===== config.mk =====
export PLATFORM = sky130hd
export DESIGN_NAME = button_gesture_decoder_flat
export DESIGN_NICKNAME = d
export VERILOG_FILES = /design/src/rtl/button_gesture_decoder_pkg.sv /design/src/rtl/button_gesture_decoder_if.sv /design/src/rtl/button_gesture_decoder_edge_detect.sv /design/src/rtl/button_gesture_decoder.sv /design/src/flat_wrapper.sv
export SDC_FILE = /design/constraint.sdc
export NUM_CORES = 1
export LEC_CHECK = 0
export ABC_CLOCK_PERIOD_IN_PS = 2400
export CORE_ASPECT_RATIO = 1.75
export CORE_MARGIN = 2
export CORE_UTILIZATION = 50
export CTS_CLUSTER_DIAMETER = 80
export DETAILED_ROUTE_END_ITERATION = 8
export GPL_ROUTABILITY_DRIVEN = 1
export HOLD_SLACK_MARGIN = 0.12
export PLACE_DENSITY = 0.72
export SLEW_MARGIN = 20
export SYNTH_ARGS = -nofsm -noshare
export SYNTH_HDL_FRONTEND = slang
export SYNTH_SLANG_ARGS = --single-unit

===== constraint.sdc =====
create_clock -name clk -period 2.4 [get_ports clk]
set_clock_uncertainty 0.2 [all_clocks]
set_input_delay 0.36 -clock clk [delete_from_list [all_inputs] [get_ports clk]]
set_output_delay 0.36 -clock clk [all_outputs]
set_load 0.02 [all_outputs]

===== src/rtl/button_gesture_decoder_pkg.sv =====
// Shared definitions for button gesture consumers: FSM state encodings,
// default timing constants and the pressed-level polarity.
package button_pkg;

    typedef enum logic [2:0] {
        IDLE      = 3'd0,
        PRESS1    = 3'd1,
        WAIT2     = 3'd2,
        PRESS2    = 3'd3,
        LONG_HOLD = 3'd4
    } state_t;

    localparam int DEF_LONG_CYCLES   = 500;
    localparam int DEF_GAP_CYCLES    = 200;
    localparam int DEF_REPEAT_CYCLES = 100;
    localparam int DEF_CNT_W         = 16;

    localparam logic PRESSED = 1'b1;

endpackage


===== src/rtl/button_gesture_decoder_if.sv =====
// Button level in, gesture event pulses out. The decoder takes the slave side;
// whoever supplies the level and consumes the events takes the master side.
interface button_gesture_decoder_if;
    logic btn_level;
    logic short_press;
    logic long_press;
    logic double_press;
    logic repeat_press;
    logic busy;

    modport master (
        output btn_level,
        input  short_press, long_press, double_press, repeat_press, busy
    );

    modport slave (
        input  btn_level,
        output short_press, long_press, double_press, repeat_press, busy
    );
endinterface


===== src/rtl/button_gesture_decoder_edge_detect.sv =====
// Registers the previous level and flags rising/falling transitions. The reset
// value is a parameter so a level held through reset can be made edge-free.
module edge_detect #(
    parameter logic RESET_VAL = 1'b1
) (
    input  logic clk,
    input  logic rst,
    input  logic level,
    output logic rise,
    output logic fall
);
    logic prev;

    // NOTE: sequential state uses non-blocking assignments so every register
    // samples pre-edge values regardless of process ordering.
    always_ff @(posedge clk) begin
        if (rst) prev <= RESET_VAL;
        else     prev <= level;
    end

    assign rise = level & ~prev;
    assign fall = ~level & prev;
endmodule


===== src/rtl/button_gesture_decoder.sv =====
// Classifies debounced presses into short / long / double / auto-repeat
// single-cycle pulses using one shared cycle counter.
import button_pkg::*;

module button_gesture_decoder #(
    parameter int LONG_CYCLES   = DEF_LONG_CYCLES,
    parameter int GAP_CYCLES    = DEF_GAP_CYCLES,
    parameter int REPEAT_CYCLES = DEF_REPEAT_CYCLES,
    parameter int CNT_W         = DEF_CNT_W
) (
    input  logic                    clk,
    input  logic                    rst,
    button_gesture_decoder_if.slave bus
);
    localparam logic [CNT_W-1:0] LONG_LAST   = CNT_W'(LONG_CYCLES - 1);
    localparam logic [CNT_W-1:0] GAP_LAST    = CNT_W'(GAP_CYCLES - 1);
    localparam logic [CNT_W-1:0] REPEAT_LAST = CNT_W'(REPEAT_CYCLES - 1);
    localparam logic [CNT_W-1:0] CNT_ONE     = CNT_W'(1);

    state_t           state, state_n;
    logic [CNT_W-1:0] cnt, cnt_n;
    logic             rise, fall, pressed;
    logic             short_n, long_n, double_n, repeat_n;

    // Reset value 1: a button already held when reset releases is not a press.
    edge_detect #(.RESET_VAL(PRESSED)) u_edge (
        .clk   (clk),
        .rst   (rst),
        .level (bus.btn_level),
        .rise  (rise),
        .fall  (fall)
    );

    assign pressed = (bus.btn_level == PRESSED);

    // NOTE: every variable is given a default first so no path infers a latch.
    always_comb begin
        state_n  = state;
        cnt_n    = cnt;
        short_n  = 1'b0;
        long_n   = 1'b0;
        double_n = 1'b0;
        repeat_n = 1'b0;
        unique case (state)
            IDLE: begin
                if (rise) begin
                    state_n = PRESS1;
                    cnt_n   = CNT_ONE;
                end
            end
            PRESS1: begin
                if (fall) begin
                    state_n = WAIT2;
                    cnt_n   = CNT_ONE;
                end else if (pressed) begin
                    if (cnt == LONG_LAST) begin
                        long_n  = 1'b1;
                        state_n = LONG_HOLD;
                        cnt_n   = '0;
                    end else begin
                        cnt_n = cnt + CNT_ONE;
                    end
                end
            end
            WAIT2: begin
                // A rise on the gap-completing sample is a double, not a short.
                if (rise) begin
                    double_n = 1'b1;
                    state_n  = PRESS2;
                    cnt_n    = '0;
                end else if (!pressed) begin
                    if (cnt == GAP_LAST) begin
                        short_n = 1'b1;
                        state_n = IDLE;
                        cnt_n   = '0;
                    end else begin
                        cnt_n = cnt + CNT_ONE;
                    end
                end
            end
            PRESS2: begin
                if (fall) begin
                    state_n = IDLE;
                    cnt_n   = '0;
                end
            end
            LONG_HOLD: begin
                if (fall) begin
                    state_n = IDLE;
                    cnt_n   = '0;
                end else if (pressed) begin
                    if (cnt == REPEAT_LAST) begin
                        repeat_n = 1'b1;
                        cnt_n    = '0;
                    end else begin
                        cnt_n = cnt + CNT_ONE;
                    end
                end
            end
            default: begin
                state_n = IDLE;
                cnt_n   = '0;
            end
        endcase
    end

    always_ff @(posedge clk) begin
        if (rst) begin
            state            <= IDLE;
            cnt              <= '0;
            bus.short_press  <= 1'b0;
            bus.long_press   <= 1'b0;
            bus.double_press <= 1'b0;
            bus.repeat_press <= 1'b0;
            bus.busy         <= 1'b0;
        end else begin
            state            <= state_n;
            cnt              <= cnt_n;
            bus.short_press  <= short_n;
            bus.long_press   <= long_n;
            bus.double_press <= double_n;
            bus.repeat_press <= repeat_n;
            bus.busy         <= (state_n != IDLE);
        end
    end
endmodule


===== src/flat_wrapper.sv =====
// flat-port wrapper written by rule: the top's interface ports become plain ports
module button_gesture_decoder_flat 
#(
    parameter int LONG_CYCLES   = DEF_LONG_CYCLES,
    parameter int GAP_CYCLES    = DEF_GAP_CYCLES,
    parameter int REPEAT_CYCLES = DEF_REPEAT_CYCLES,
    parameter int CNT_W         = DEF_CNT_W
)
  (clk, rst, bus_btn_level, bus_short_press, bus_long_press, bus_double_press, bus_repeat_press, bus_busy);
  button_gesture_decoder_if bus_i ();
  input  logic clk;
  input  logic rst;
  input wire logic [$bits(bus_i.btn_level)-1:0] bus_btn_level;
  output wire logic [$bits(bus_i.short_press)-1:0] bus_short_press;
  output wire logic [$bits(bus_i.long_press)-1:0] bus_long_press;
  output wire logic [$bits(bus_i.double_press)-1:0] bus_double_press;
  output wire logic [$bits(bus_i.repeat_press)-1:0] bus_repeat_press;
  output wire logic [$bits(bus_i.busy)-1:0] bus_busy;
  assign bus_i.btn_level = bus_btn_level;
  assign bus_short_press = bus_i.short_press;
  assign bus_long_press = bus_i.long_press;
  assign bus_double_press = bus_i.double_press;
  assign bus_repeat_press = bus_i.repeat_press;
  assign bus_busy = bus_i.busy;
  button_gesture_decoder #(.LONG_CYCLES(LONG_CYCLES), .GAP_CYCLES(GAP_CYCLES), .REPEAT_CYCLES(REPEAT_CYCLES), .CNT_W(CNT_W)) u_core (.clk(clk), .rst(rst), .bus(bus_i));
endmodule

==> metrics list <==
- The first detailed-routing pass ran for 4 iterations.
* Number of failing hold endpoints at the final stage: 0
- In this run, synthesis produced a sequential element count of 25.
- 8 I/O pins were placed.
- Period minus WS final: 2510 ps
- For this design the ratio of total power to cell area is about 450 nW/um^2.
- Critical R2R Launch: u_core.cnt[1]
- For this run, the number of Yosys warnings is 0.
- Clk sinks: 25
- At the end of the flow, the number of nets in the layout was 192.
* Power spent charging and discharging nets: 192 uW
- Once the floorplan was initialized, standard cells occupied between 50% and 60% of the core.
- Buffers on Ports: 7
- Area of combinational cells with multiple inputs: 826 sq um
- Startpoint of the most critical hold path: u_core.cnt[15]
- Vias after detailed routing: approximately 1400
- GRT Util Overall: 26.4%
- For the worst setup path, the data arrival time is about 2500 ps.
* Post-route DRC: 0
- Post-synthesis instance total: 157
- After the first detailed-routing iteration, the DRC count stood at 42.
- Most frequently used cell type in the post-synthesis netlist: sky130_fd_sc_hd__dfxtp_1
* Setup Buffers After CTS: 0
* Commonest cells post-synth: sky130_fd_sc_hd__dfxtp_1 (25), sky130_fd_sc_hd__a21oi_1 (13), sky130_fd_sc_hd__nand2_1 (11), sky130_fd_sc_hd__or4_1 (10)
- GR Overflow Total: 0
* Worst hold stages: 2
- TritonCTS clock tree: yes
- Synthesized netlist net count: 161
- The count of pins over their slew limit is 0.
* Post-synthesis to final-layout area growth: 28.9%
- STA classifies the critical path startpoint as a register.
- The number of antenna violations at the first check in global routing came to 0.
- Maxcap violations: 0
* Capturing point of the worst reg2reg path: u_core.bus.busy
- Failing checks: setup timing
* Total Negative Setup Slacks: -1460 ps
- The number of cells on the worst reg-to-reg path is 6.
* Number of global-route vias before repair: 1424
- Setup violations, final: 16
* Maximum fanout along the worst path: 3
* Status: complete, but fails checks
- The placed instances occupy a cell area of about 1600 sq um.
* Standard-cell row count: 24
* Routed Wire Length: 3720 um
* Die Outline Area: 3120 sq um
- Power share of the combinational group: between 10% and 20%
- Clock latency on the worst-skew pair, taken at its later pin, is 270 ps.
* Die height: 72.4 um
- Clock-pin slew reported for the worst setup and hold paths after clock tree synthesis: ~90 ps
- Critical path class: register to register
- Main synth FF type: sky130_fd_sc_hd__dfxtp_1
- Worst Setup End Kind: register
- Summed over all nets, the half-perimeter wirelength after detailed placement is 2800 um.
* First-pass GRT wire length: 6340 um
* Root buffer selected by CTS: sky130_fd_sc_hd__clkbuf_8
- Maximum achievable frequency: 398 MHz
- Vias per inst: about 6.5
* Slew HR: a little under two thirds
- Share of flip-flops with an asynchronous set or reset after synthesis: 0%
* Area of all placed cells without fillers: 1720 sq um
* Period Utilization, post-route: 105%
- After synthesis, the mean cell area works out to 8.52 sq um.
- The synthesized netlist contains 41 unique library cells.
- Part of the total power dissipated in sequential elements: 54.9%
* Proportion of power drawn by the clock network: between 30% and 40%
* Number of antenna cells inserted: 0
- Horizontal die dimension: 43.1 um
* Ranking of synthesized cells by area: sky130_fd_sc_hd__dfxtp_1 (37%), sky130_fd_sc_hd__or4_1 (5.6%), sky130_fd_sc_hd__o31ai_1 (5.1%), sky130_fd_sc_hd__a21oi_1 (4.9%), sky130_fd_sc_hd__nand2_1 (3.1%)
- Path category of the worst min-delay check: register to register
- Cell Area, Synth: 1340 sq um
* Unrepaired setup endpoints after global routing: yes
- Reg2Reg Setup Slack: -110 ps
- CTS built an H-tree with a depth of 1.
- TritonCTS Buffers: 3
* Number of enable flip-flop cells after synthesis: 0
- Deepest clock path buffer count: 2
- Lkg Pwr: 0.000609 uW
- Dividing the detail-routed wire length by the instance count gives ~17 um.
- Summed over all instances, the cell type with the most area after synthesis is sky130_fd_sc_hd__dfxtp_1.
* Sequential element share of the synthesized area: 37.4%
- The sequential cells in the finished layout cover a total of 505 sq um.
- Required time of the critical path: 2350 ps
* Total of fill cells in the finished design: 208
- Highest ir drop seen on vdd: 0.303 mV
* Core area: 2520 sq um
- Worst slew pin tran: around 540 ps
- Capture endpoint of the worst hold path: u_core.cnt[15]
- Entering global routing, the biggest net connects 15 pins.
- Share of post-route cells with drive strength above 1: 24.1%
- Once detail routing completed, the nets flagged for antenna violations numbered 0.
* Sw frac: roughly a quarter
- Post-route worst setup slack: -111 ps
* Share of Yosys cell area claimed by the top area cell type: 37.4%
- The internal power of the cells totals ~600 uW.
- Final Wtd Congestion: 1.01
[worst max-delay path: stages (launching register included)]
cell	delay, ps
sky130_fd_sc_hd__dfxtp_2	360
sky130_fd_sc_hd__ha_4	130
sky130_fd_sc_hd__or4b_4	460
sky130_fd_sc_hd__or4_4	570
sky130_fd_sc_hd__o2111ai_2	220
sky130_fd_sc_hd__o311ai_2	140
sky130_fd_sc_hd__or3_1	320
[power groups by stage]
stage / registers [uW] / logic (uW) / clock network (uW)
after floorplan: 437 / 52.6 / 0
after global placement: 436 / 94.2 / 0
after detailed placement: 436 / 97.6 / 0
after CTS: 427 / 100 / 256
after global routing: 428 / 111 / 268
final: 427 / 103 / 248
[state kept, by name, indices dropped and copies added, names as in the netlist]
signal / flops
u_core.bus.busy: 1
u_core.bus.double_press: 1
u_core.bus.long_press: 1
u_core.bus.repeat_press: 1
u_core.bus.short_press: 1
u_core.cnt: 16
u_core.state: 3
u_core.u_edge.prev: 1
[through the flow]
stage	total power [uW]	hold WS, ps	setup WS [ps]	utilization, %	cells
3_3_place_gp	530	261	-49.9	65.1	209
4_1_cts	782	299	-112	67.7	213
2_1_floorplan	490	244	-53.8	-	157
6_report	778	293	-111	68.4	213
3_5_place_dp	534	286	-106	65.1	209
5_1_grt	806	330	-164	68.4	213
[layout make-up]
type	count	share of cell area, %
Sequential cell	25	29.3
Multi-Input combinational cell	116	47.9
Inverter	9	1.96
Clock buffer	4	2.61
Timing Repair Buffer	33	16.3
Tap cell	26	1.89
[layout by cell type (no fill, tap or decap), drive strengths merged, types with 3 or more instances in the layout]
master | Yosys | layout
nand2b | 3 | 3
clkbuf | 5 | 4
nand4 | 5 | 5
nor2 | 8 | 8
nand3 | 7 | 7
nand2 | 11 | 11
nor4 | 5 | 5
a21oi | 13 | 13
nor3 | 5 | 5
dfxtp | 25 | 25
inv | 9 | 9
or3 | 6 | 6
o21ai | 3 | 3
or4 | 12 | 12
buf | 2 | 26
clkdlybuf4s50 | 0 | 7
o31ai | 10 | 10
[worst max path at each step]
stage          slack [ps]  depth (start not counted)           from               to
4_1_cts              -110                          6  u_core.cnt[1]  u_core.bus.busy
3_3_place_gp          -50                          6  u_core.cnt[1]  u_core.bus.busy
6_report             -110                          6  u_core.cnt[1]  u_core.bus.busy
3_5_place_dp         -110                          6  u_core.cnt[1]  u_core.bus.busy
2_1_floorplan         -50                          7  u_core.cnt[1]    u_core.cnt[6]
5_1_grt              -160                          6  u_core.cnt[1]  u_core.bus.busy
[cell families (layout without fill, tap and decap cells)]
| group | Yosys count | count (layout) | synth area share [%] |
|---|---|---|---|
| AO/OA/AOI/OAI | 38 | 38 | 20.8 |
| buffers and inverters | 16 | 46 | 5.14 |
| XOR/XNOR | 2 | 2 | 1.31 |
| flip-flops | 25 | 25 | 37.4 |
| AND/OR/NAND/NOR | 74 | 74 | 33.7 |
| adder cells (fa/ha/maj) | 1 | 1 | 0.935 |
| multiplexers | 1 | 1 | 0.748 |
[what timing repair did]
| action | 4_1_cts | 5_1_grt |
|---|---|---|
| gates resized for setup | 3 | 4 |
| endpoints found under the setup margin | 16 | 17 |
| hold buffers | 0 | 0 |
| pin swaps | 0 | 7 |
[routing by layer]
| layer | routed length [um] | share of wire [%] | track usage (%) |
|---|---|---|---|
| met1 | 1310 | 35 | 26.0 |
| met2 | 2180 | 59 | 51.4 |
| met3 | 80 | 2.2 | 1.99 |
| met4 | 144 | 3.9 | 14.5 |
| met5 | 0 | 0 | 0 |
No activity file was read; power rests on OpenSTA's default activity.
